$ cat config.mk
export PLATFORM = sky130hd
export DESIGN_NAME = memtrol
export DESIGN_NICKNAME = d
export VERILOG_FILES = /design/src/rtl/memtrol.sv
export SDC_FILE = /design/constraint.sdc
export NUM_CORES = 1
export LEC_CHECK = 0
export BUFFER_PORTS_ARGS = -buffer_cell sky130_fd_sc_hd__buf_2
export CAP_MARGIN = 5
export CORE_MARGIN = 3
export CORE_UTILIZATION = 53
export DETAILED_ROUTE_END_ITERATION = 7
export PLACE_DENSITY = 0.84
export SLEW_MARGIN = 0
export SYNTH_ARGS = -nofsm -noshare
export SYNTH_HDL_FRONTEND = slang
export SYNTH_SLANG_ARGS = --single-unit
$ cat constraint.sdc
create_clock -name clk -period 7.7 [get_ports clk]
set_input_delay 0.77 -clock clk [delete_from_list [all_inputs] [get_ports clk]]
set_output_delay 0.77 -clock clk [all_outputs]
set_load 0.05 [all_outputs]
$ cat src/rtl/memtrol.sv
// Memory-stage controller: drives a single-outstanding request/response bus for
// loads and stores, aligns store data, extracts load data, and forwards ALU results.
module memtrol #(
    parameter logic [7:0] TIMEOUT = 8'd255
) (
    input  logic        clk,
    input  logic        rst,
    input  logic [4:0]  rd_waddr,
    input  logic [31:0] rd_wdata,
    input  logic [3:0]  byte_sel,
    input  logic        un_sign,
    input  logic        mem_re,
    input  logic        mem_we,
    input  logic [31:0] mem_raddr,
    input  logic [31:0] mem_waddr,
    input  logic [31:0] mem_wdata,
    output logic        bus_req,
    output logic        bus_we,
    output logic [31:0] bus_addr,
    output logic [31:0] bus_wdata,
    output logic [3:0]  bus_wstrb,
    input  logic        bus_gnt,
    input  logic        bus_rvalid,
    input  logic [31:0] bus_rdata,
    output logic        rd_we_o,
    output logic [4:0]  rd_waddr_o,
    output logic [31:0] rd_wdata_o,
    output logic        hold_o,
    output logic        misalign_o,
    output logic        bus_err_o
);

    typedef enum logic [1:0] {
        S_IDLE = 2'd0,
        S_REQ  = 2'd1,
        S_WAIT = 2'd2
    } state_t;

    function automatic logic f_misaligned(input logic [3:0] sel, input logic [1:0] ofs);
        case (sel)
            4'b0011: f_misaligned = ofs[0];
            4'b1111: f_misaligned = (ofs != 2'd0);
            default: f_misaligned = 1'b0;
        endcase
    endfunction

    function automatic logic [31:0] f_load_extract(input logic [31:0] rdata, input logic [3:0] sel,
                                                   input logic [1:0] ofs, input logic sext);
        logic [31:0] sh;
        sh = rdata >> {ofs, 3'b000};
        case (sel)
            4'b0001: f_load_extract = {{24{sext & sh[7]}}, sh[7:0]};
            4'b0011: f_load_extract = {{16{sext & sh[15]}}, sh[15:0]};
            default: f_load_extract = sh;
        endcase
    endfunction

    state_t      r_state;
    state_t      w_state_next;
    logic [7:0]  r_cnt;
    logic [7:0]  w_cnt_inc;
    logic        w_timeout;
    logic        w_abort;
    logic        w_mem_req;
    logic [31:0] w_addr;
    logic        w_misalign;
    logic        w_load_done;

    logic        r_bus_req;
    logic        r_bus_we;
    logic [31:0] r_bus_addr;
    logic [31:0] r_bus_wdata;
    logic [3:0]  r_bus_wstrb;

    logic        r_store;
    logic [1:0]  r_ofs;
    logic [3:0]  r_sel;
    logic        r_sext;
    logic [4:0]  r_rd;

    logic        r_rd_we;
    logic [4:0]  r_rd_waddr;
    logic [31:0] r_rd_wdata;
    logic        r_misalign;
    logic        r_bus_err;

    // A store takes priority when both requests are raised together.
    assign w_mem_req   = mem_re | mem_we;
    assign w_addr      = mem_we ? mem_waddr : mem_raddr;
    assign w_misalign  = f_misaligned(byte_sel, w_addr[1:0]);
    assign w_cnt_inc   = (r_cnt == 8'hFF) ? r_cnt : r_cnt + 8'd1;
    assign w_timeout   = (w_cnt_inc >= TIMEOUT);
    assign w_load_done = (r_state == S_WAIT) && bus_rvalid && !r_store;

    assign hold_o     = (r_state != S_IDLE) || (w_mem_req && !w_misalign);
    assign bus_req    = r_bus_req;
    assign bus_we     = r_bus_we;
    assign bus_addr   = r_bus_addr;
    assign bus_wdata  = r_bus_wdata;
    assign bus_wstrb  = r_bus_wstrb;
    assign rd_we_o    = r_rd_we;
    assign rd_waddr_o = r_rd_waddr;
    assign rd_wdata_o = r_rd_wdata;
    assign misalign_o = r_misalign;
    assign bus_err_o  = r_bus_err;

    // State register.
    always_ff @(posedge clk or negedge rst) begin
        if (!rst) begin
            r_state <= S_IDLE;
        end else begin
            r_state <= w_state_next;
        end
    end

    // Next-state logic; a response seen in REQ is ignored, and rvalid beats the watchdog in WAIT.
    always_comb begin
        w_state_next = r_state;
        w_abort      = 1'b0;
        case (r_state)
            S_IDLE: begin
                if (w_mem_req && !w_misalign) begin
                    w_state_next = S_REQ;
                end else begin
                    w_state_next = S_IDLE;
                end
            end
            S_REQ: begin
                if (w_timeout) begin
                    w_state_next = S_IDLE;
                    w_abort      = 1'b1;
                end else if (bus_gnt) begin
                    w_state_next = S_WAIT;
                end else begin
                    w_state_next = S_REQ;
                end
            end
            S_WAIT: begin
                if (bus_rvalid) begin
                    w_state_next = S_IDLE;
                end else if (w_timeout) begin
                    w_state_next = S_IDLE;
                    w_abort      = 1'b1;
                end else begin
                    w_state_next = S_WAIT;
                end
            end
            default: begin
                w_state_next = S_IDLE;
            end
        endcase
    end

    // Watchdog: held at zero while idle, counts saturating while a transaction is open.
    always_ff @(posedge clk or negedge rst) begin
        if (!rst) begin
            r_cnt <= 8'd0;
        end else if (r_state == S_IDLE) begin
            r_cnt <= 8'd0;
        end else begin
            r_cnt <= w_cnt_inc;
        end
    end

    // Bus request registers: loaded on acceptance, held through REQ, zero otherwise.
    always_ff @(posedge clk or negedge rst) begin
        if (!rst) begin
            r_bus_req   <= 1'b0;
            r_bus_we    <= 1'b0;
            r_bus_addr  <= 32'd0;
            r_bus_wdata <= 32'd0;
            r_bus_wstrb <= 4'd0;
        end else if (w_state_next == S_REQ) begin
            r_bus_req <= 1'b1;
            if (r_state == S_IDLE) begin
                r_bus_we    <= mem_we;
                r_bus_addr  <= {w_addr[31:2], 2'b00};
                r_bus_wdata <= mem_we ? (mem_wdata << {w_addr[1:0], 3'b000}) : 32'd0;
                r_bus_wstrb <= mem_we ? (byte_sel << w_addr[1:0]) : 4'd0;
            end
        end else begin
            r_bus_req   <= 1'b0;
            r_bus_we    <= 1'b0;
            r_bus_addr  <= 32'd0;
            r_bus_wdata <= 32'd0;
            r_bus_wstrb <= 4'd0;
        end
    end

    // Transaction context needed later to shape and route the load response.
    always_ff @(posedge clk or negedge rst) begin
        if (!rst) begin
            r_store <= 1'b0;
            r_ofs   <= 2'd0;
            r_sel   <= 4'd0;
            r_sext  <= 1'b0;
            r_rd    <= 5'd0;
        end else if ((r_state == S_IDLE) && (w_state_next == S_REQ)) begin
            r_store <= mem_we;
            r_ofs   <= w_addr[1:0];
            r_sel   <= byte_sel;
            r_sext  <= un_sign;
            r_rd    <= rd_waddr;
        end
    end

    // Register write-back: forwarded ALU results when idle, extracted data after a load response.
    always_ff @(posedge clk or negedge rst) begin
        if (!rst) begin
            r_rd_we    <= 1'b0;
            r_rd_waddr <= 5'd0;
            r_rd_wdata <= 32'd0;
        end else if (r_state == S_IDLE) begin
            if (w_mem_req) begin
                r_rd_we <= 1'b0;
            end else begin
                r_rd_we    <= (rd_waddr != 5'd0);
                r_rd_waddr <= rd_waddr;
                r_rd_wdata <= rd_wdata;
            end
        end else if (w_load_done) begin
            r_rd_we    <= (r_rd != 5'd0);
            r_rd_waddr <= r_rd;
            r_rd_wdata <= f_load_extract(bus_rdata, r_sel, r_ofs, r_sext);
        end else begin
            r_rd_we <= 1'b0;
        end
    end

    // One-cycle status pulses.
    always_ff @(posedge clk or negedge rst) begin
        if (!rst) begin
            r_misalign <= 1'b0;
            r_bus_err  <= 1'b0;
        end else begin
            r_misalign <= (r_state == S_IDLE) && w_mem_req && w_misalign;
            r_bus_err  <= w_abort;
        end
    end

endmodule
Word level (Yosys, flattened, before mapping)
Index checks and enable logic that the tools add are counted.

word-level totals
  register bits after elaboration = 133
  input port bits = 176
  output and inout port bits = 111
  logic and storage cells = 85

operators by class
  add/subtract/negate cells = 1
  magnitude comparators = 1
  equal/unequal tests = 10
  shift operators = 3
  muxes and demuxes = 34
  bitwise operators = 3
  reduce and logical (&&, ||, !) cells = 16

operators with widths
  kind                 number
  $mux 32              9
  $pmux 32 s2          1
  $shl 32x5->32        1
  $shr 32x5->32        1
  $mux 8               2
  $mux 5               3
  $mux 4               3
  $reduce_bool 5->1    2
  $mux 1               9
  $add 8x1->8 const B  1
  $eq 4x2->1 const B   2
  $eq 8x8->1 const B   1
  $ge 8x8->1 const B   1
  $mux 2               4
  $logic_and 1x1->1    6
  $pmux 2 s3           1
  $reduce_bool 2->1    3
  $eq 2x1->1 const B   2
  $eq 4x1->1 const B   1
  $eq 4x4->1 const B   1
  $ne 2x2->1 const B   2
  $pmux 1 s2           2
  $shl 4x2->4          1
  $and 1x1->1          2
  other kinds (6)      7

Logic depth before layout (Yosys ltp)
Gate-level depths: netlist of run 1.

  depth after elaboration = 9
  mapped depth = 10

Least setup slack after synthesis of run 1
Ideal clock, no wire load.

  path type = input -> output
  start point = in mem_we
  end point = out hold_o
  arrival time = 3221 ps
  required time = 6930 ps
  setup slack = 3709 ps
  stages on the path = 7
  path buffers = 3
  path through = buf_2 > mux2i_1 > buf_2 > buf_1 > nand2b_1 > a21oi_1 > o21ai_0

on the way
  longest elaborated chain between the ends = 6

RTL lines
  item                   line  RTL
  from (decl)            13    input logic mem_we,
  $mux 32                89    assign w_addr = mem_we ? mem_waddr : mem_raddr;
  $reduce_bool 2->1      42    4'b1111: f_misaligned = (ofs != 2'd0);
  $pmux 1 s2             40    case (sel)
  $logic_not 1->1        95    assign hold_o = (r_state != S_IDLE) || (w_mem_req && !w_misalign);
  $logic_and 1x1->1 (*)  95
  $logic_or 1x1->1 (*)   95
  to (decl)              28    output logic hold_o,

Every way passes the cells marked *; elsewhere a longest branch is shown, timed or not.

Worst setup path after layout of run 1
  start point = in mem_we
  end point = reg r_bus_wdata[14], in the netlist bus_wdata[14]

on the way
  longest elaborated chain between the ends = 9

RTL lines
  item                                                    line  RTL
  $mux 32                                                 89
  $reduce_bool 2->1                                       42
  $pmux 1 s2                                              40
  $logic_not 1->1                                         122   if (w_mem_req && !w_misalign) begin
  $logic_and 1x1->1                                       122
  $mux 1                                                  122
  $pmux 2 s3                                              120   case (r_state)
  $eq 2x1->1                                              173   end else if (w_state_next == S_REQ) begin
  $ne 2x2->1 (no line) / $mux 32 (equally long branches)  n/a
  to (signal assigned)                                    178   r_bus_wdata <= mem_we ? (mem_wdata << {w_addr[1:0], 3'b000}) : 32'd0;
  to (decl)                                               72    logic [31:0] r_bus_wdata;

Parallel ways exist; a longest one is shown, timed or not. The select of a mux whose other input is x is not followed.
A chain may end at the register's enable or synchronous reset.

==> results.md, run 1 <==
* CP delay by family, top: simple AND/OR/NAND/NOR gates
* Largest net degree at the start of global routing at 94
* Worst flop-to-flop path startpoint: r_cnt[0]
* Final setup violation count at 0
* Crit-path max FO at 39
* Die height at 122.9 µm
* Skew-Pair Late Insertion Delay at between 0.4 and 0.5 ns
* Cell count after placement at ~1,200
* Via-to-Cell Ratio at 5.790
* Final clock skew at 0.004846 ns
* VDD IR max at ~0.00018 V
* Non-filler cells, final at roughly 1,200
* Post-Route Setup TNS at 0 ns
* Total Routed Length at 22,260 µm
* Area growth syn-to-layout at 28.63%
* GRT Overall Usage at just under 30%
* Required time of the critical path at 8.02 ns
* CTS tree: yes
* CTS Buffer Depth at 2
* Number of synthesized flops with an enable pin at 0
* Synth area leaders: dfrtp_1 (45%), mux2i_1 (10%), a211oi_1 (6.8%)
* Hold Path Class: in -> async
* Sequential-to-total area share from yosys stat at 45.30%
* Achievable frequency at 0.2739 GHz
* Inserted Clock Buffers at 17
* # Post-CTS Setup Buffers at 0
* Leading area contributor after synthesis: dfrtp_1
* Max-Cap Viols at 0
* Cell repeated most along the worst path: buf_4
* Final period util at 47.42%
* Leak at 4.607 nW
* CP Depth at 9
* Layout cell share with drive strength beyond 1 at 33.78%
* First drt pass iteration count at 5
* Library cells used by synthesis at 56
* Predominant post-synthesis flop cell: dfrtp_1
* Hold_buf cts at 0
* Hold slack at between 0.3 and 0.4 ns
* Worst-Margin Slew at 1.149 ns
* CP max stage cell: nor2_1
* Worst rel slew slack at approximately a quarter
* Status: completed
* Final Hold Fails at 0
* Drt wl/cell at 18.26 µm
* Vias in the first global route at 6,731
* Cells after Synth at 778
* Highest cell delay on the worst timing path at 0.69 ns
* Final Max Slew Viols at 0
* CP arrival at 3.97 ns
* Post-DRT Antenna Nets at 0
* CP bufs+invs at 3
* Post-synthesis cell area at 7237 µm²
* Initial antenna violation count at 1
* Initial drt markers at 659
* Reg2reg path depth at 7
* Reg2reg setup slack at 4.30 ns
* Critical-path cell list: buf_2 > buf_4 > mux2i_4 > buf_4 > or3b_2 > nand2_1 > nor2_1 > o21ai_2 > o221ai_1
* Crit path capture type: flip-flop
* Critical path class: in -> reg
* Io pins at 287
* Avg Cell Area, Syn at 9.302 µm²
* Port bufs at 284
* Pwr per Cell Area at 407.0 nW/µm²
* DRC Markers at 0
* Seq cells post-synth at 131
* Cts repair resizes at 0
* Row cnt at 42
* Die Span X at between 100 and 150 µm
* Post-synthesis async set-or-reset flop share at 100.0%
* Die footprint at approximately 15,000 µm²
* TritonCTS Sinks at 131
* CP endpoint: bus_wdata[14]
* Startpoint types: primary input
* Unrepaired setup endpoints after global routing: false
* Critical Path Start: mem_we
* Root buf cell: clkbuf_16
* HPWL after DPL at approximately 16,000 µm
* GP Congestion at 0.8833
* Worst R2R End: r_rd[0]
* Core Region at 13,300 µm²
* First-pass GRT wire length at 33,960 µm
* YS warnings at 0
* Final min period at approximately 3.7 ns
* Nets at 1,210
* Yosys top cell area share at 45.30%
* Post-layout util at 70.02%
* Initial Utilization at 54.43%
* Clk slew on worst S/H paths at 0.06 ns
* Vias at 7,058
* H-tree depth at 4
* Total gr overflow at 0
[cell usage after synthesis, types with 7 or more instances]
library cell and number:
o221ai_1 16, mux2i_1 73, buf_2 7, nor2_1 98
clkbuf_1 44, o22ai_1 16, o2111ai_1 9, a211oi_1 66
o21ai_0 37, dfrtp_1 131, buf_1 8, o31ai_1 9
nor2b_1 22, or3_1 20, a21oi_1 50, o32ai_1 9
nand2_1 60, mux2_2 13, inv_1 31
[through the flow]
stage	power [mW]	area [µm²]	setup WS [ns]
2_1_floorplan	2.504	7241	3.709
4_1_cts	3.799	9306	4.129
5_1_grt	4.017	9309	3.771
6_report	3.789	9309	4.048
3_3_place_gp	2.967	8735	3.807
3_5_place_dp	3.013	8735	3.697
[worst reg2reg max path, cell delays in order, from the launching register on]
cell      delay (ns)
dfrtp_1         0.44
ha_1            0.27
and4b_1         0.23
or3_1           0.40
a221oi_1        0.37
a211oi_1        0.19
o21ai_2         0.93
mux2_2          0.44
[per-layer routing]
metal,share of wire (%),wire [µm],global-route usage [%],up-vias
li1,-,-,-,3348
met1,40,8841,35.88,3352
met2,49,11010,48.45,315
met3,7.9,1748,7.327,43
met4,2.9,653,11.69,0
met5,0,0,0,-
[power breakdown]
| part | internal (mW) | switching (mW) |
|---|---|---|
| sequential | 0.900 | 0.125 |
| combinational | 0.554 | 1.43 |
| clock | 0.490 | 0.290 |
[final cells by class]
type | count | area, µm²
Fill cell | 1049 | 3986
Multi-Input combinational cell | 553 | 3613
Sequential cell | 131 | 3278
Timing Repair Buffer | 294 | 1503
Clock buffer | 22 | 464.2
Tap cell | 176 | 220.2
Inverter | 32 | 120.1
Clock inverter | 10 | 107.6
Antenna cell | 1 | 2.502
[kinds of logic (layout without fill, tap and decap cells)]
family	count (synthesis)	in the layout	synth area share (%)
AOI/OAI and AO/OA	224	224	20.71
xor gates and xnor gates	2	2	0.2421
adders and majority gates	5	5	0.8645
buffers and inverters	95	358	5.411
DFF	131	131	45.30
muxes	87	87	12.43
other	1	3	0.05182
and+or+nand+nor	233	233	14.99
[registers in the layout, indices dropped and copies added (netlist names)]
signal	flops
bus_wdata	32
rd_wdata_o	32
bus_addr	30
r_cnt	8
r_rd	5
rd_waddr_o	5
bus_wstrb	4
r_sel	4
r_ofs	2
r_state	2
bus_err_o	1
bus_req	1
bus_we	1
misalign_o	1
r_sext	1
r_store	1
rd_we_o	1
[layout by cell type, fill, tap and decap left out, types with 9 or more instances in the layout]
master and instances:
buf_2 283, dfrtp_1 131, nor2_1 97, mux2i_1 72
a211oi_1 66, nand2_1 60, a21oi_1 49, o21ai_0 37
inv_1 31, nor2b_1 22, or3_1 20, clkbuf_16 17
o221ai_1 16, o22ai_1 16, mux2_2 13, buf_4 10
o31ai_1 9, o32ai_1 9, o2111ai_1 9
[worst min-delay path by stage]
stage	slack, ns	depth (start not counted)	endpoint
finish	0.31	1	rd_wdata_o[8]
global placement	0.46	2	rd_wdata_o[30]
detailed placement	0.46	2	rd_waddr_o[4]
global route	0.35	1	rd_wdata_o[8]
CTS	0.33	1	rd_wdata_o[8]
floorplan	0.47	0	bus_addr[10]
No activity file was read; power rests on OpenSTA's default activity.
==> run 2: changes to the inputs <==
- CORE_UTILIZATION: 53 -> 49
- PLACE_DENSITY: 0.84 -> 0.79
- clock period: 7.7 -> 3.4 ns (I/O delays scaled with it)
==> results.md, run 2 (same netlist as run 1, synthesis figures left out) <==
* Final setup violation count at 0
* Die footprint at 16,260 µm²
* Cts repair resizes at 0
* HPWL after DPL at between 15,000 and 20,000 µm
* GR met3 Demand/Resource at 5.895%
* Reg2reg path depth at 7
* # Post-CTS Setup Buffers at 0
* Worst rel slew slack at a little under a third
* VDD IR max at 0.0004362 V
* Worst-Margin Slew at 1.041 ns
* Io pins at 287
* Skew-Pair Late Insertion Delay at 0.42 ns
* Post-layout util at about 66%
* Achievable frequency at 0.3247 GHz
* Status: finished with violations
* Final Hold Fails at 19
* Inserted Clock Buffers at 17
* Final clock skew at 0.005840 ns
* Post-DRT Antenna Nets at 0
* Post-Route Setup TNS at 0 ns
* Final min period at 3.080 ns
* Met1 usage at 36.00%
* Port bufs at 284
* First-pass GRT wire length at 35,000 µm
* Critical-path cell list: ha_1 > nand4_1 > or3_1 > a221oi_1 > a21oi_1 > nor2_1 > o221ai_1
* Via-to-Cell Ratio at between 5 and 6
* Reg2reg setup slack at 0.32 ns
* Area growth syn-to-layout at 29.88%
* GRT Overall Usage at 27.18%
* Row cnt at 43
* Grt peak-use layer: met2
* Final period util at 90.59%
* Critical path class: reg -> reg
* Worst flop-to-flop path startpoint: r_cnt[0]
* Root buf cell: clkbuf_16
* Die Span X at ~130 µm
* Vias in the first global route at 6,630
* Pwr per Cell Area at 922.4 nW/µm²
* Largest net degree at the start of global routing at 92
* Hold Path Class: in -> async
* First drt pass iteration count at 5
* Die height at 127.5 µm
* Most frequent cells in the layout: buf_2 (283), dfrtp_1 (131), nor2_1 (97)
* CP max stage cell: nor2_1
* CTS Buffer Depth at 2
* Clk slew on worst S/H paths at 0.06 ns
* Total gr overflow at 0
* Most common cell after layout, fill and taps aside: buf_2
* Nets at 1,217
* TritonCTS Sinks at 131
* H-tree depth at 4
* Fill cells at 1,182
* Crit-path max FO at 13
* Layout cell share with drive strength beyond 1 at 34.51%
* Drt wl/cell at 18.26 µm
* Initial Utilization at 51.15%
* Unrepaired setup endpoints after global routing: false
* CP arrival at 3.33 ns
* Initial antenna violation count at 1
* DRC Markers at 0
* Met2 Use GR at between 40% and 50%
* Hold slack at -0.01757 ns
* CTS tree: yes
* GP Congestion at 0.9076
* Startpoint types: flip-flop
* Required time of the critical path at 3.65 ns
* Failing checks: negative hold slack
* Worst R2R End: bus_wstrb[1]
* Final Max Slew Viols at 0
* Core Region at 14,150 µm²
* Total Routed Length at between 20,000 and 25,000 µm
* Initial drt markers at 433
* Leak at about 4.7 nW
* Max-Cap Viols at 0
* Highest cell delay on the worst timing path at 0.61 ns
* Crit path capture type: flip-flop
* Hold_buf cts at 0
* Vias at 6,986
-- run 2: changes by cell type in the layout (fill, tap and decap cells not counted) --
cell	previous run	this run
clkinvlp_4	3	0
clkinv_4	0	4
clkinv_2	5	6
nor2_2	1	0
inv_6	0	1
nor2_4	0	1
buf_4	10	16
buf_12	0	1
clkbuf_1	3	0
-- run 2: power by group --
group	total [mW]	leakage [nW]	internal (mW)	switching, mW
Sequential	2.33	1.72	2.04	0.297
Combinational	4.54	2.65	1.31	3.23
Clock	1.79	0.297	1.11	0.678
Total	8.67	4.67	4.46	4.20
-- run 2: layer usage --
metal  up-vias  part of all wire [%]
li1       3356                     -
met1      3306                    41
met2       284                    49
met3        40                   7.4
met4         0                   2.3
met5         -                     0
-- run 2: critical path: cells and delay by family, from the launching register on --
| kind | cells | cell delay (ns) |
|---|---|---|
| AND/OR/NAND/NOR | 3 | 1.18 |
| AO/OA/AOI/OAI | 3 | 1.01 |
| flip-flops | 1 | 0.45 |
| adder cells (fa/ha/maj) | 1 | 0.28 |
-- run 2: worst max path at each step --
stage / start / to / slack [ns] / cells past startpoint
6_report: r_cnt[0] / bus_wstrb[1] / 0.32 / 7
5_1_grt: r_cnt[0] / bus_wdata[8] / 0.08 / 7
4_1_cts: r_cnt[0] / bus_wdata[14] / 0.37 / 7
3_5_place_dp: r_cnt[0] / bus_wdata[14] / 0.39 / 7
3_3_place_gp: r_cnt[0] / bus_wdata[13] / 0.53 / 7
2_1_floorplan: mem_we / hold_o / 0.27 / 7
-- run 2: stage by stage --
| step | cells | cell area (µm²) | worst slack [ns] | hold WS [ns] | power (mW) |
|---|---|---|---|---|---|
| 4_1_cts | 1229 | 9397 | 0.3715 | 0.02364 | 8.696 |
| 3_5_place_dp | 1197 | 8810 | 0.3865 | 0.4601 | 6.879 |
| 2_1_floorplan | 779 | 7241 | 0.2688 | 0.04441 | 5.672 |
| 3_3_place_gp | 1197 | 8810 | 0.5350 | 0.4558 | 6.805 |
| 5_1_grt | 1230 | 9399 | 0.07668 | 0.04193 | 9.198 |
| 6_report | 1230 | 9399 | 0.3198 | -0.01757 | 8.669 |
-- run 2: final cells by class --
| class | count | area (µm²) | area share (%) |
|---|---|---|---|
| clock inverters | 13 | 133.9 | 1.424 |
| inverters | 32 | 120.1 | 1.278 |
| multi-input cells | 553 | 3618 | 38.50 |
| repair buffers | 301 | 1568 | 16.68 |
| diodes | 1 | 2.502 | 0.02662 |
| flip-flops and latches | 131 | 3278 | 34.88 |
| well taps | 180 | 225.2 | 2.396 |
| clock buffers | 19 | 452.9 | 4.819 |
